==> config.mk <==
export PLATFORM = sky130hd
export DESIGN_NAME = tpu_stage_sequencer
export DESIGN_NICKNAME = d
export VERILOG_FILES = /design/src/rtl/tpu_stage_sequencer_pkg.sv /design/src/rtl/tpu_stage_sequencer_watchdog.sv /design/src/rtl/tpu_stage_sequencer.sv
export SDC_FILE = /design/constraint.sdc
export NUM_CORES = 1
export LEC_CHECK = 0
export CORE_MARGIN = 2
export CORE_UTILIZATION = 40
export CTS_BUF_LIST = sky130_fd_sc_hd__clkbuf_8
export DETAILED_ROUTE_END_ITERATION = 7
export DONT_BUFFER_PORTS = 1
export PLACE_DENSITY_LB_ADDON = 0.12
export SYNTH_ARGS = -nofsm -noshare
export SYNTH_HDL_FRONTEND = slang
export SYNTH_SLANG_ARGS = --single-unit
==> constraint.sdc <==
create_clock -name clk -period 2.06 [get_ports clk]
set_input_delay 0.412 -clock clk [delete_from_list [all_inputs] [get_ports clk]]
set_output_delay 0.412 -clock clk [all_outputs]
set_load 0.02 [all_outputs]
==> src/rtl/tpu_stage_sequencer_pkg.sv <==
// TPU stage sequencer shared defines: state encoding, stage indices,
// and the stage-skip helper used on start accept and on stage completion.
package tpu_stage_sequencer_pkg;

   typedef enum logic [2:0] {
      ST_IDLE   = 3'd0,
      ST_MATMUL = 3'd1,
      ST_NORM   = 3'd2,
      ST_POOL   = 3'd3,
      ST_ACT    = 3'd4,
      ST_DONE   = 3'd5
   } seq_state_t;

   localparam int STG_MATMUL = 0;
   localparam int STG_NORM   = 1;
   localparam int STG_POOL   = 2;
   localparam int STG_ACT    = 3;
   localparam int NUM_STAGES = 4;

   // Lowest enabled stage at or after index 'from'; DONE when none remain.
   function automatic seq_state_t first_enabled(
      input logic [NUM_STAGES-1:0] en,
      input int                    from
   );
      seq_state_t s;
      s = ST_DONE;
      for (int i = NUM_STAGES - 1; i >= 0; i--) begin
         if (i >= from && en[i]) begin
            s = seq_state_t'(3'(i + 1));
         end
      end
      return s;
   endfunction

   function automatic logic is_stage(input seq_state_t s);
      return (s == ST_MATMUL) || (s == ST_NORM) ||
             (s == ST_POOL)   || (s == ST_ACT);
   endfunction

endpackage

==> src/rtl/tpu_stage_sequencer_watchdog.sv <==
// Per-stage cycle counter for the sequencer watchdog (built with
// SEQ_TIMEOUT_EN); the count is 0 on a stage's start-pulse cycle.
module seq_watchdog #(
   parameter int LIMIT = 4096
) (
   input  logic clk,
   input  logic resetn,
   input  logic in_stage,
   input  logic restart,
   output logic expired
);

   localparam int CW = $clog2(LIMIT) + 1;

   logic [CW-1:0] cnt_q;
   logic [CW-1:0] cnt_eff;

   assign cnt_eff = restart ? '0 : cnt_q;
   assign expired = in_stage && (cnt_eff == CW'(LIMIT - 1));

   always_ff @(posedge clk or negedge resetn) begin
      if (!resetn) begin
         cnt_q <= '0;
      end else begin
         cnt_q <= in_stage ? cnt_eff + 1'b1 : '0;
      end
   end

endmodule

==> src/rtl/tpu_stage_sequencer.sv <==
// Runs the enabled TPU stages in fixed order MATMUL, NORM, POOL, ACT.
// Define SEQ_TIMEOUT_EN to add the per-stage watchdog and timeout_err.
module tpu_stage_sequencer
   import tpu_stage_sequencer_pkg::*;
#(
   parameter int TIMEOUT_CYCLES = 4096
) (
   input  logic clk,
   input  logic resetn,
   input  logic start_tpu,
   input  logic enable_matmul,
   input  logic enable_norm,
   input  logic enable_pool,
   input  logic enable_activation,
   input  logic matmul_done,
   input  logic norm_done,
   input  logic pool_done,
   input  logic activation_done,
   output logic start_matmul,
   output logic start_norm,
   output logic start_pool,
   output logic start_activation,
   output logic done_tpu,
   output logic busy,
   output logic timeout_err
);

   seq_state_t state;
   seq_state_t nxt;
   seq_state_t stage_nxt;

   logic [NUM_STAGES-1:0] en_in;
   logic [NUM_STAGES-1:0] en_q;

   logic start_q;
   logic armed;
   logic accept;
   logic busy_r;
   logic in_stage;
   logic cur_done;
   logic cur_pulse;
   logic done_ok;
   logic wd_exp;

   assign en_in = {enable_activation, enable_pool,
                   enable_norm, enable_matmul};

   assign cur_pulse = start_matmul | start_norm |
                      start_pool | start_activation;

   // A done on the pulse cycle belongs to nothing yet.
   assign done_ok = in_stage & cur_done & ~cur_pulse;

   assign busy = busy_r | accept;

   always_comb begin
      in_stage  = 1'b0;
      cur_done  = 1'b0;
      stage_nxt = ST_DONE;
      case (state)
         ST_MATMUL: begin
            in_stage  = 1'b1;
            cur_done  = matmul_done;
            stage_nxt = first_enabled(en_q, STG_NORM);
         end
         ST_NORM: begin
            in_stage  = 1'b1;
            cur_done  = norm_done;
            stage_nxt = first_enabled(en_q, STG_POOL);
         end
         ST_POOL: begin
            in_stage  = 1'b1;
            cur_done  = pool_done;
            stage_nxt = first_enabled(en_q, STG_ACT);
         end
         ST_ACT: begin
            in_stage  = 1'b1;
            cur_done  = activation_done;
            stage_nxt = ST_DONE;
         end
         default: ;
      endcase
   end

   always_comb begin
      nxt    = state;
      accept = 1'b0;
      if (in_stage) begin
         if (done_ok) begin
            nxt = stage_nxt;
         end else if (wd_exp) begin
            nxt = ST_DONE;
         end
      end else if (state == ST_DONE) begin
         nxt = start_tpu ? ST_DONE : ST_IDLE;
      end else begin
         // IDLE and any undefined encoding
         accept = armed & start_tpu & ~start_q;
         nxt    = accept ? first_enabled(en_in, STG_MATMUL) : ST_IDLE;
      end
   end

`ifdef SEQ_TIMEOUT_EN
   seq_watchdog #(
      .LIMIT (TIMEOUT_CYCLES)
   ) u_wd (
      .clk      (clk),
      .resetn   (resetn),
      .in_stage (in_stage),
      .restart  (cur_pulse),
      .expired  (wd_exp)
   );

   always_ff @(posedge clk or negedge resetn) begin
      if (!resetn) begin
         timeout_err <= 1'b0;
      end else if (accept) begin
         timeout_err <= 1'b0;
      end else if (in_stage && !done_ok && wd_exp) begin
         timeout_err <= 1'b1;
      end
   end
`else
   assign wd_exp      = 1'b0;
   assign timeout_err = 1'b0;

   if (TIMEOUT_CYCLES < 2) begin : g_bad_limit
      $error("TIMEOUT_CYCLES must be at least 2");
   end
`endif

   always_ff @(posedge clk or negedge resetn) begin
      if (!resetn) begin
         state            <= ST_IDLE;
         start_q          <= 1'b0;
         armed            <= 1'b0;
         en_q             <= '0;
         busy_r           <= 1'b0;
         done_tpu         <= 1'b0;
         start_matmul     <= 1'b0;
         start_norm       <= 1'b0;
         start_pool       <= 1'b0;
         start_activation <= 1'b0;
      end else begin
         state   <= nxt;
         start_q <= start_tpu;
         // start must be seen low after reset before an edge counts
         armed   <= armed | ~start_tpu;
         if (accept) begin
            en_q <= en_in;
         end
         busy_r           <= is_stage(nxt);
         done_tpu         <= (nxt == ST_DONE);
         start_matmul     <= (nxt == ST_MATMUL) && (state != ST_MATMUL);
         start_norm       <= (nxt == ST_NORM)   && (state != ST_NORM);
         start_pool       <= (nxt == ST_POOL)   && (state != ST_POOL);
         start_activation <= (nxt == ST_ACT)    && (state != ST_ACT);
      end
   end

endmodule

# --- After elaboration in Yosys (flattened, before gate mapping) ---
# Index checks and enable logic that the tools add are counted.
totals:
  reg_bits: 15
  latch_bits: 0
  ramBits: 0
  rom_bits: 0
  in_bits: 11
  out_inout_bits: 7
  word_cells: 61
  mem_count: 0
classes:
  n_addsub: 0
  mul: 0
  div: 0
  magnitude_cmp: 0
  n_eq_ne: 14
  n_shift: 0
  n_mux: 17
  bitwise: 12
  reduce_logical: 8
op_table:
  columns: ["cell", "n"]
  rows:
  - ["two-way mux 3 bit", 10]
  - ["== test 3 x 2 -> 1 bit (second input constant)", 4]
  - ["== test 3 bit (second input constant)", 4]
  - ["one-hot mux 3 bit (3 select lines)", 1]
  - ["== test 3 x 1 -> 1 bit (second input constant)", 2]
  - ["!= test 3 x 2 -> 1 bit (second input constant)", 2]
  - ["two-way mux 1 bit", 5]
  - ["bitwise OR 1 bit", 5]
  - ["bitwise AND 1 bit", 4]
  - ["logical AND 1 bit", 4]
  - ["one-hot mux 1 bit (4 select lines)", 1]
  - ["OR reduction 4 bit", 1]
  - ["logical OR 1 bit", 3]
  - ["!= test 3 x 1 -> 1 bit (second input constant)", 1]
  - ["!= test 3 bit (second input constant)", 1]
  - ["NOT 1 bit", 3]

# --- Longest topological paths before layout ---
# Gate-level depths: netlist (run 1).
depth:
  ltp_word: 11
  ltp_mapped: 8
  ltp_nobuf: 6

# --- Worst setup path before layout (run 1) ---
# Ideal clock, no wire load.
synth_timing:
  path_type: "flip-flop to flip-flop"
  start: "register start_norm"
  end: "register start_matmul"
  setup_time_ns: 0.094
  arrival_ns: 1.819
  required_time_ns: 1.966
  path_slack_ns: 0.147
  stages_incl_launch_ff: 7
  n_path_buf: 1
  synth_period_minus_slack_ns: 1.913
  cell_sequence: "dfrtp_1 or4_4 a211oi_2 a22oi_1 and3_1 buf_6 nor4b_4"
synth_via:
  elab_chain_cells: 9
synth_lines:
  columns: ["item", "line_no", "rtl"]
  rows:
  - ["from (decl)", "tpu_stage_sequencer.sv:20", "output logic start_norm,"]
  - ["from (signal assigned)", "tpu_stage_sequencer.sv:155", "start_norm <= (nxt == ST_NORM) && (state != ST_NORM);"]
  - ["bitwise OR 1 bit (2 in series)", "tpu_stage_sequencer.sv:48", "assign cur_pulse = start_matmul | start_norm |"]
  - ["bitwise OR 1 bit", "tpu_stage_sequencer.sv:49", "start_pool | start_activation;"]
  - ["NOT 1 bit", "tpu_stage_sequencer.sv:52", "assign done_ok = in_stage & cur_done & ~cur_pulse;"]
  - ["bitwise AND 1 bit", "tpu_stage_sequencer.sv:52", null]
  - ["two-way mux 3 bit", "tpu_stage_sequencer.sv:89", "if (done_ok) begin"]
  - ["two-way mux 3 bit", "tpu_stage_sequencer.sv:88", "if (in_stage) begin"]
  - ["== test 3 x 1 -> 1 bit", "tpu_stage_sequencer.sv:154", "start_matmul <= (nxt == ST_MATMUL) && (state != ST_MATMUL);"]
  - ["logical AND 1 bit", "tpu_stage_sequencer.sv:154", null]
  - ["to (signal assigned)", "tpu_stage_sequencer.sv:154", null]
  - ["to (decl)", "tpu_stage_sequencer.sv:19", "output logic start_matmul,"]
# No other way between the ends.
# A chain may end at the register's enable or synchronous reset.

# --- Worst setup path after layout (run 1) ---
layout_timing:
  start: "register state[1]"
  end: "output busy"
layout_via:
  elab_chain_cells: 5
  word_cells_on_any_way: 10
  cone_classes: "eq/ne: 5; mux: 3; bitwise: 1; reduce/logical: 1"
layout_lines:
  columns: ["item", "line_no", "rtl"]
  rows:
  - ["from (decl)", "tpu_stage_sequencer.sv:28", "seq_state_t state;"]
  - ["from (signal assigned)", "tpu_stage_sequencer.sv:145", "state <= nxt;"]
  - ["== test 3 x 2 -> 1 bit (tied with other cells)", "tpu_stage_sequencer.sv:60", "case (state)"]
  - ["OR reduction 4 bit (no source line)", null, null]
  - ["two-way mux 1 bit", "tpu_stage_sequencer.sv:60", null]
  - ["two-way mux 1 bit (*)", "tpu_stage_sequencer.sv:88", null]
  - ["bitwise OR 1 bit (*)", "tpu_stage_sequencer.sv:54", "assign busy = busy_r | accept;"]
  - ["to (decl)", "tpu_stage_sequencer.sv:24", "output logic busy,"]
# Every way passes the cells marked *; elsewhere a longest branch is shown, timed or not.

==> impl_metrics.tcl, run 1 <==
set metrics [dict create \
    drive_above_1_share 0.356 \
    ir_drop_mv 0.808 \
    cts_made_buffers 3 \
    crit_type "register to output pin" \
    report.final.slew_viol_count 0 \
    yosysUniqueCellTypes 38 \
    leakagePower_nw 0.419 \
    placedInstanceArea_um2 902 \
    clock_path_buffers 2 \
    skew_ns 0.00212 \
    syn_avg_cell_area_um2 10.5 \
    setup_ws_ns 0.0765 \
    critPathSlowestCell "dfrtp_2" \
    hp-start "start_tpu" \
    rr_startpoint "start_norm$_DFF_PN0_" \
    clk_latency_ns 0.25 \
    fin_setup_tns_ns 0 \
    switching_share 0.387 \
    async_flop_share 1.00 \
    powerDensity_nw_per_um2 1560 \
    die_h_um 49.9 \
    grt_max_degree 15 \
    internal_power_uw 946 \
    track_usage 0.150 \
    final_antenna_net_count 0 \
    power_frac_clock 0.174 \
    path_buf_inv 0 \
    synth_edf_count 0 \
    start_util 0.426 \
    rr_worst_depth 5 \
    port_buffers 0 \
    hp-class "primary input to register" \
    row_count 16 \
    cts.sink_count 14 \
    synth_top_family_by_area "simple AND/OR/NAND/NOR gates" \
    layout-area-overhead-vs-synth_pct 17.1 \
    core_um2 1980 \
    max_freq_mhz 504 \
    placedCellCount 111 \
    clk_pin_slew_ns 0.06 \
    cts_tree "built" \
    fin_crit_ns 1.98 \
    setup_violations 0 \
    grt_pass1_vias 638 \
    fin_crit_sh 0.963 \
    tightestPinTransition_ns 0.649 \
    drc_errors 0 \
    grt_overflow_total 0 \
    syn_nets 91 \
    synthMuxAreaShare 0.0534 \
    min_to "start_q$_DFF_PN0_" \
    cap_violations 0 \
    worstPathArrival_ns 1.57 \
    dp_hpwl_um 1220 \
    rr_endpoint "start_matmul$_DFF_PN0_" \
    min_path_cells 0 \
    antenna_found_initial 0 \
    start_kind "register" \
    synthFlopType "dfrtp_1" \
    drtIter0Drc 12 \
    cts-root-buf "clkbuf_8" \
    cts_max_level 1 \
    yosys.area_share.adder 0 \
    design_area_um2 987 \
    p_seq_frac 0.304 \
    die_area_um2 2490 \
    yosys_warnings 0 \
    synth-seq-cells 14 \
    post_drt_wl_per_cell_um 13.8 \
    relSlewSlack 0.566 \
    wl_um 1610 \
    synth_xor_area_frac 0.0104 \
    antenna_cells 0 \
    gp_congestion 0.849 \
    rrSetupSlack_ns 0.14 \
    viasPerCell 5.32 \
    synthSimpleGateAreaFrac 0.231 \
    syn_area_um2 843 \
    worstPathRequired_ns 1.65 \
    ys_seq_area_frac 0.415 \
    end_kind "output pin" \
    grt_pass1_wl_um 2860 \
    stdcell_count 117 \
    grt_setup_unrepaired "no" \
    fin_nets 102 \
    power_switching_uw 598 \
    dieWidth_um 49.9 \
    combPwrFrac 0.522 \
    vias 622 \
    synth_compound_area_frac 0.217 \
    cp_cell_sequence "or3_4 > a211oi_4 > or2_4" \
    dr.pass1.iters 2 \
    pre_cts_ws_ns 0.114 \
    cp_top_family "simple AND/OR/NAND/NOR gates" \
    crit_fanout 12 \
    hold_violations 0 \
    io_pins 18 \
    status "finished, final reports clean" \
    slowest_delay_ns 0.48 \
    synthCells 80 \
]
[worst max-delay path by stage]
| stage | start | endpoint | slack, ns | cells past startpoint |
|---|---|---|---|---|
| final | state[1]$_DFF_PN0_ | busy | 0.08 | 3 |
| after floorplan | start_norm$_DFF_PN0_ | start_matmul$_DFF_PN0_ | 0.15 | 6 |
| after global routing | state[1]$_DFF_PN0_ | busy | 0.02 | 3 |
| after CTS | state[0]$_DFF_PN0_ | busy | 0.03 | 4 |
| after detailed placement | state[1]$_DFF_PN0_ | start_matmul$_DFF_PN0_ | 0.11 | 5 |
| after global placement | state[1]$_DFF_PN0_ | start_matmul$_DFF_PN0_ | 0.10 | 5 |
[sequential cells by signal, summed over array words and instances, names as in the netlist]
signal	flops
start_q	1
en_q	3
start_matmul	1
armed	1
done_tpu	1
start_activation	1
busy_r	1
state	3
start_norm	1
start_pool	1
[cell usage after synthesis (all sizes together) (2+ instances only)]
cell    instances  area share
nand2           4       0.018
a211oi          5       0.071
a21oi           2       0.012
buf             5       0.050
nand2b          3       0.022
nor2b           3       0.022
nor2            8       0.036
mux2            4       0.053
a31oi           2       0.015
dfrtp          14        0.42
inv             4       0.018
o21ai           5       0.034
[kinds of logic after synthesis]
kind of cell	after synthesis
muxes	4
other	1
DFF	14
buffers and inverters	9
xor gates and xnor gates	1
and+or+nand+nor	30
AOI/OAI and AO/OA	21
[what timing repair did]
action / CTS / global route
setup buffers: 1 / 0
setup endpoints to repair: 1 / 5
endpoints found under the hold margin: 14 / 0
resized for setup: 2 / 3
hold buffers: 1 / 0
pin swaps: 2 / 2
[cell usage in the layout (no fill, tap or decap), drive strengths merged, types with 2 or more instances in the layout]
cell / count
nor2: 8
a21oi: 2
nand2b: 3
dfrtp: 14
clkbuf: 4
nand2: 4
a211oi: 5
inv: 4
nor2b: 3
buf: 10
o21ai: 5
a31oi: 2
mux2: 4
[layout make-up]
class                      count  area [µm²]
fill                         172         995
multi-input combinational     57         443
sequential                    14         352
timing repair buffer          11        88.8
clock buffer                   4        55.1
tap                           27        33.8
inverter                       4        15.0
[power by group through the flow]
stage / Clock [mW] / Combinational, mW / Sequential [mW]
after floorplan: 0 / 0.646 / 0.465
after global placement: 0 / 0.773 / 0.470
after detailed placement: 0 / 0.764 / 0.470
after CTS: 0.273 / 0.789 / 0.468
after global routing: 0.287 / 0.876 / 0.485
final: 0.268 / 0.806 / 0.469
[layer usage]
metal	wire length, µm	global-route usage	up-vias
met5	0	0	-
met4	13	0.0694	0
met3	53	0.0303	2
met2	731	0.213	9
met1	814	0.216	306
li1	-	-	305
[metrics by stage]
| step | hold slack [ns] | power [mW] | util |
|---|---|---|---|
| after global placement | 0.117 | 1.24 | 0.455 |
| after global routing | 0.180 | 1.65 | 0.498 |
| after CTS | 0.189 | 1.53 | 0.494 |
| after floorplan | 0.116 | 1.11 | - |
| final | 0.192 | 1.54 | 0.498 |
| after detailed placement | 0.117 | 1.23 | 0.455 |
Power figures use the tool's default switching activity.
==> inputs of run 2 (changes only) <==
--- a/config.mk
+++ b/config.mk
@@ -10,7 +10,6 @@
 export CTS_BUF_LIST = sky130_fd_sc_hd__clkbuf_8
 export DETAILED_ROUTE_END_ITERATION = 7
 export DONT_BUFFER_PORTS = 1
-export PLACE_DENSITY_LB_ADDON = 0.12
 export SYNTH_ARGS = -nofsm -noshare
 export SYNTH_HDL_FRONTEND = slang
 export SYNTH_SLANG_ARGS = --single-unit
==> impl_metrics.tcl, run 2 (synthesized netlist as in run 1, its figures left out) <==
set metrics [dict create \
    viasPerCell 5.32 \
    clock_path_buffers 2 \
    cap_violations 0 \
    clk_pin_slew_ns 0.06 \
    fin_nets 102 \
    start_kind "register" \
    crit_fanout 10 \
    tightestPinTransition_ns 0.643 \
    crit_type "register to output pin" \
    drc_errors 0 \
    row_count 16 \
    start_util 0.426 \
    cts_made_buffers 3 \
    worstPathRequired_ns 1.65 \
    grt_overflow_total 0 \
    io_pins 18 \
    hp-class "primary input to register" \
    antenna_found_initial 0 \
    dieWidth_um 49.9 \
    multi_input_area_um2 452 \
    post_drt_wl_per_cell_um 14.3 \
    top_regs "en_q x3, state x3" \
    cts_max_level 1 \
    layout_common_cells "13 x dfrtp_1, 10 x buf_4, 8 x nor2_1" \
    ir_drop_mv 0.693 \
    fin_crit_ns 1.98 \
    max_freq_mhz 504 \
    grt_pass1_vias 647 \
    p_seq_frac 0.302 \
    port_buffers 0 \
    core_um2 1980 \
    track_usage 0.153 \
    placedCellCount 111 \
    dr.pass1.iters 6 \
    mostFrequentLayoutCell "dfrtp_1" \
    setup_violations 0 \
    clk_latency_ns 0.25 \
    layout-area-overhead-vs-synth_pct 17.7 \
    combPwrFrac 0.527 \
    powerDensity_nw_per_um2 1570 \
    leakagePower_nw 0.418 \
    fill_cells 179 \
    cts-root-buf "clkbuf_8" \
    drive_above_1_share 0.356 \
    fin_crit_sh 0.963 \
    drtIter0Drc 11 \
    grt_setup_unrepaired "no" \
    fin_setup_tns_ns 0 \
    power_frac_clock 0.171 \
    switching_share 0.399 \
    final_antenna_net_count 0 \
    skew_ns 0.00111 \
    power_switching_uw 620 \
    vias 622 \
    report.final.slew_viol_count 0 \
    dp_hpwl_um 1300 \
    cts_tree "built" \
    wl_um 1680 \
    cts.sink_count 14 \
    grt_pass1_wl_um 2840 \
    worstPathArrival_ns 1.57 \
    design_area_um2 992 \
    placedInstanceArea_um2 902 \
    die_h_um 49.9 \
    status "finished, final reports clean" \
    die_area_um2 2490 \
    hold_violations 0 \
    relSlewSlack 0.570 \
    stdcell_count 117 \
    antenna_cells 0 \
    grt_max_degree 15 \
    gp_congestion 0.811 \
    regArea_um2 352 \
    internal_power_uw 934 \
    end_kind "output pin" \
    utilization 0.501 \
]
[run 2: changes by cell type in the layout (fill, tap and decap cells not counted)]
cell,delta
a2111oi_2,-1
a2111oi_4,+1
and3_2,+1
and3_4,-1
buf_4,+1
buf_6,-1
[run 2: final timing paths]
kind / start / to / slack (ns) / cells past startpoint
max: state[1]$_DFF_PN0_ / busy / 0.08 / 3
min: start_tpu / start_q$_DFF_PN0_ / 0.19 / 0
max reg2reg: state[1]$_DFF_PN0_ / start_matmul$_DFF_PN0_ / 0.09 / 6
min reg2reg: armed$_DFF_PN0_ / armed$_DFF_PN0_ / 0.52 / 1
max in group asynchronous: resetn / state[1]$_DFF_PN0_ / 0.98 / 1
min in group asynchronous: resetn / en_q[1]$_DFFE_PN0P_ / 0.63 / 1
[run 2: timing repair]
item,4_1_cts,5_1_grt
hold buffers,1,0
resized for setup,0,4
endpoints found under the setup margin,0,3
setup buffers,0,1
endpoints found under the hold margin,14,0
[run 2: layer usage]
metal | global-route usage | up-vias | routed length (µm)
li1 | - | 302 | -
met1 | 0.193 | 304 | 755
met2 | 0.253 | 14 | 821
met3 | 0.0364 | 2 | 78
met4 | 0.0556 | 0 | 21
met5 | 0 | - | 0
[run 2: per-stage QoR]
step                      setup WS, ns  hold WS, ns  total power [mW]
after floorplan                  0.147        0.116              1.11
after detailed placement         0.141        0.117              1.23
final                           0.0771        0.191              1.55
after CTS                      0.00774        0.189              1.52
after global routing           0.00120        0.183              1.67
after global placement           0.100        0.117              1.24
[run 2: area by class of cell]
class | instances | share of cell area
timing repair buffer | 11 | 0.0858
multi-input combinational | 57 | 0.455
clock buffer | 4 | 0.0555
tap | 27 | 0.0340
sequential | 14 | 0.354
inverter | 4 | 0.0151
[run 2: power groups by stage]
stage / clock network [mW] / registers (mW) / logic, mW
floorplan: 0 / 0.465 / 0.646
global placement: 0 / 0.469 / 0.767
detailed placement: 0 / 0.471 / 0.760
CTS: 0.273 / 0.467 / 0.776
global route: 0.290 / 0.481 / 0.896
finish: 0.266 / 0.469 / 0.819
[run 2: critical path, stage by stage, from the launching register on]
cell and delay [ns]:
dfrtp_2 0.46, or3_4 0.42, a211oi_4 0.26, or2_4 0.18
==> patch 1: new RTL, flow settings as in run 2 <==
Build with the macro `SEQ_TIMEOUT_EN` defined.
--- a/src/rtl/tpu_stage_sequencer.sv
+++ b/src/rtl/tpu_stage_sequencer.sv
@@ -1,5 +1,7 @@
 // Runs the enabled TPU stages in fixed order MATMUL, NORM, POOL, ACT.
 // Define SEQ_TIMEOUT_EN to add the per-stage watchdog and timeout_err.
+`define SEQ_TIMEOUT_EN
+
 module tpu_stage_sequencer
    import tpu_stage_sequencer_pkg::*;
 #(
Behaviour: no difference found for any inputs over 10 cycles, from zero or initial values and one cycle with resetn low; that may be too few to reach the edited logic, so the function may still have changed.
==> patch 1 against run 2 <==
- the run now ends with negative setup slack left
- maximum frequency decreased by 8.4%
- synthesized area increased by 76%
- register-to-register slack got worse by 0.20 ns
- worst setup slack got worse by 0.18 ns
- design area increased by 100%
- non-clock buffer count increased by 20
- sequential cell count increased by 14
- cell count increased by 94%
- routed wire length increased by 110%
- power increased by 91%
- global-route usage increased by 3.0 points
- count of clock-buffer cells in the layout decreased by 1
- critical path type is now reg2reg
- critical endpoint is now busy_r
==> patch 1: results (changes against run 2) <==
- Seq/Total Area, Yosys: 47.18% (+5.6 points)
- Iteration count of the initial detailed-routing pass: 4 (-2)
- Syn avg cell area: 10.03 µm² (-4.8%)
- Final setup fails: 7 (+7)
- Crit path max-delay family: compound AO/OA/AOI/OAI gates
- Power Total: 0.002971 W (+91%)
- Main area contributors after synthesis: dfrtp_1 47%, nor2_1 5.3%, nand2_1 3.8%
- Average wire per standard cell: 15.74 µm (+9.8%)
- Worst Hold Class: in2reg
- Asr flop ratio synth: 100.0% (unchanged)
- Post-DP HPWL: 2.507 mm (+93%)
- Largest net degree at the start of global routing: 29 (+14)
- Iteration-0 DRC Markers: 48 (+37)
- Peak VDD IR: 0.7007 mV (+1.1%)
- Leak pwr: 0.8813 nW (+110%)
- Share of cells above drive strength 1: 37.43% (+1.9 points)
- GRT Util Overall: 18.28% (+3.0 points)
- Placed inst area: 1713 µm² (+90%)
- Initial antenna violation count: 0 (unchanged)
- Vias in the first global route: 1334 (+110%)
- Worst Setup Slack, final: -0.1051 ns (-0.1822 ns)
- Mapped Nets: 160 (+76%)
- Failing checks: negative setup slack
- RePlAce Congestion: 0.8456 (+4.3%)
- Biggest regs: u_wd.cnt_q: 13 flops, en_q: 3 flops, state: 3 flops
- CP max-delay cell: or4_4
- Clock root cell: clkbuf_8
- Clock transition at path regs: 0.10 ns (+0.04 ns)
- Crit path DAT: 2.38 ns (+0.81 ns)
- NetSw: 0.001207 W (+95%)
- Fill cells: 313 (+75%)
- Final #Nets: 192 (+88%)
- Finished Layout Cells: 227 (+94%)
- DP Worst Slack: -0.1673 ns (-0.3080 ns)
- Status: finished, violations left
- Relative slew slack: 57.26% (+0.30 points)
- Setup TNS: -0.4290 ns (-0.4290 ns)
- First-pass GRT wire length: 5.913 mm (+110%)
- Yosys cell types: 46 (+21%)
- CTS buffer count: 3 (unchanged)
- Final Hold Slack: 0.1465 ns (-0.04467 ns)
- Slowest stage delay, CP: 0.54 ns (+0.08 ns)
- Avg Vias per Cell: 5.454 (+2.6%)
- Cell count after placement: 211 (+90%)
- Worst skew pair latency: 0.28 ns (+0.03 ns)
- Synth top cells by count: 28 x dfrtp_1, 21 x nor2_1, 15 x nand2_1
- Final clock skew: 0.002467 ns (+0.001359 ns)
- Critical Path Fanout Max: 4 (-6)
patch 1: timing repair:
item,CTS,global route
endpoints found under the setup margin,9,13
setup buffers,7,3
resized for setup,14,13
hold endpoints to repair,28,0
pin swaps,11,8
hold buffers,2,0
patch 1: path summary, 6_finish.rpt:
path / start / end / cells past startpoint
setup / recovery: start_activation / busy_r / 7
hold / removal: start_tpu / start_q / 0
setup reg to reg: start_activation / busy_r / 7
hold reg to reg: armed / armed / 1
max in group asynchronous: resetn / start_activation / 2
min in group asynchronous: resetn / u_wd.cnt_q[10] / 2
patch 1: layout make-up:
cell class                      instances  area [µm²]  share of cell area, %
Inverter                                4       15.01                 0.7449
Sequential cell                        28       705.7                  35.01
Timing Repair Buffer                   31       274.0                  13.59
Clock buffer                            3       41.29                  2.048
Clock inverter                          1       30.03                  1.490
Multi-Input combinational cell        112       889.6                  44.13
Tap cell                               48       60.06                  2.980
patch 1: logic make-up after synthesis:
family / Yosys count / synth area share [%]
adders and majority gates: 1 / 0.8423
AOI/OAI and AO/OA: 27 / 15.76
DFF: 28 / 47.18
buffers and inverters: 8 / 2.274
muxes: 4 / 2.864
xor gates and xnor gates: 10 / 5.897
and+or+nand+nor: 70 / 25.19
patch 1: layer usage:
layer / up-vias / share of wire (%) / GRT usage, %
li1: 580 / - / -
met1: 618 / 40 / 21.48
met2: 29 / 52 / 31.44
met3: 11 / 4.8 / 3.819
met4: 0 / 3.0 / 9.043
met5: - / 0 / 0
patch 1: power by group through the flow:
stage                     sequential [W]  clock, W  combinational [W]
after floorplan                 0.000805         0           0.000945
after global placement          0.000793         0            0.00131
after detailed placement        0.000800         0            0.00132
after CTS                       0.000779  0.000446            0.00155
after global routing            0.000799  0.000462            0.00189
final                           0.000782  0.000443            0.00175
==> patch 2: new RTL, flow settings as in run 2 <==
Made on the original files. Register the output `start_pool` once more, cleared by the reset; this adds one clock of latency there. The other outputs are not delayed to match.
--- a/src/rtl/tpu_stage_sequencer.sv
+++ b/src/rtl/tpu_stage_sequencer.sv
@@ -25,6 +25,8 @@
    output logic timeout_err
 );
 
+   logic start_pool_s0;
+
    seq_state_t state;
    seq_state_t nxt;
    seq_state_t stage_nxt;
@@ -46,7 +48,7 @@
                    enable_norm, enable_matmul};
 
    assign cur_pulse = start_matmul | start_norm |
-                      start_pool | start_activation;
+                      start_pool_s0 | start_activation;
 
    // A done on the pulse cycle belongs to nothing yet.
    assign done_ok = in_stage & cur_done & ~cur_pulse;
@@ -139,7 +141,7 @@
          done_tpu         <= 1'b0;
          start_matmul     <= 1'b0;
          start_norm       <= 1'b0;
-         start_pool       <= 1'b0;
+         start_pool_s0    <= 1'b0;
          start_activation <= 1'b0;
       end else begin
          state   <= nxt;
@@ -153,8 +155,16 @@
          done_tpu         <= (nxt == ST_DONE);
          start_matmul     <= (nxt == ST_MATMUL) && (state != ST_MATMUL);
          start_norm       <= (nxt == ST_NORM)   && (state != ST_NORM);
-         start_pool       <= (nxt == ST_POOL)   && (state != ST_POOL);
+         start_pool_s0    <= (nxt == ST_POOL)   && (state != ST_POOL);
          start_activation <= (nxt == ST_ACT)    && (state != ST_ACT);
+      end
+   end
+
+   always_ff @(posedge clk or negedge resetn) begin
+      if (!resetn) begin
+         start_pool <= '0;
+      end else begin
+         start_pool <= start_pool_s0;
       end
    end
 
Formal check against the unedited RTL: not equivalent (a bounded check fails within 4 cycles, from zero or initial values and one cycle with resetn low).
==> patch 2 against run 2 <==
- the flow now finishes with violations (negative setup slack)
- routed wire length is 16% higher
- non-clock buffer count is 8 higher
- clock power is 12% lower
- sequential cell count is 1 higher
- design area is 5.2% higher
- worst setup slack worse by 0.089 ns
- synthesized cell count is 2.5% lower
- power is 19% higher
- critical path depth is 3 higher
- worst hold slack worse by 0.0033 ns
- synthesized area is 6.2% lower
==> patch 2: results (changes against run 2) <==
- Iteration count of the initial detailed-routing pass: 4 (-2)
- NetSw: 0.0007722 W (+25%)
- Met2 wire length: 992 µm (+21%)
- Worst Setup Slack, final: -0.01234 ns (-0.08943 ns)
- Placed inst area: 862.1 µm² (-4.4%)
- Multi-input logic area: 411.6 µm² (-8.9%)
- Relative slew slack: 56.23% (-0.74 points)
- Clk sinks: 15 (+1)
- Met1 usage in global routing: 20.40% (+1.1 points)
- Seq/total area: 36.21% (+0.78 points)
- Critical Path End: done_tpu
- Non-clk buf share: 14.27% (+5.7 points)
- Synth top cells by count: 15 x dfrtp_1, 7 x nand2_1, 5 x inv_1, 5 x nor2_1, 4 x o21ai_0
- # resized after CTS: 4 (+4)
- Setup TNS: -0.02192 ns (-0.02192 ns)
- Average wire per standard cell: 15.71 µm (+9.6%)
- Status: finished, violations left
- Mapped Nets: 89 (-2.2%)
- Met3 wire len: 86 µm (+10%)
- Vias in the first global route: 664 (+2.6%)
- Multi-Input Combinational: 52 (-8.8%)
- Syn Inst Count: 78 (-2.5%)
- Final clock skew: 0.001227 ns (+0.0001190 ns)
- Failing checks: negative setup slack
- M1 WL: 840 µm (+11%)
- Final setup fails: 2 (+2)
- Cell count after placement: 109 (-1.8%)
- Main area contributors after synthesis: dfrtp_1 47%, nand2_1 3.3%, a311oi_1 3.3%
patch 2: changes by cell type after synthesis, moves of 3 or more:
cell	before	now
mux2_2	4	1
nand2_1	4	7
nor2_1	8	5
a311oi_1	0	3
patch 2: power by group through the flow:
stage	clock network (W)	registers (W)	logic (W)
floorplan	0	0.000512	0.000584
global placement	0	0.000533	0.000761
detailed placement	0	0.000538	0.000766
CTS	0.000237	0.000535	0.000898
global route	0.000254	0.000547	0.00116
finish	0.000233	0.000532	0.00108
patch 2: cells by family after synthesis:
group	count (synthesis)	synth area share (%)
buffers and inverters	11	6.171
other	1	0.4742
muxes	2	2.848
DFF	15	47.47
and+or+nand+nor	22	14.56
AOI/OAI and AO/OA	27	28.48
patch 2: metrics by stage:
step	hold WS, ns	worst slack (ns)
after floorplan	0.1164	0.01644
after global placement	0.1168	-0.007013
after detailed placement	0.1168	-0.04511
after CTS	0.1872	-0.03658
after global routing	0.1774	-0.1109
final	0.1879	-0.01234
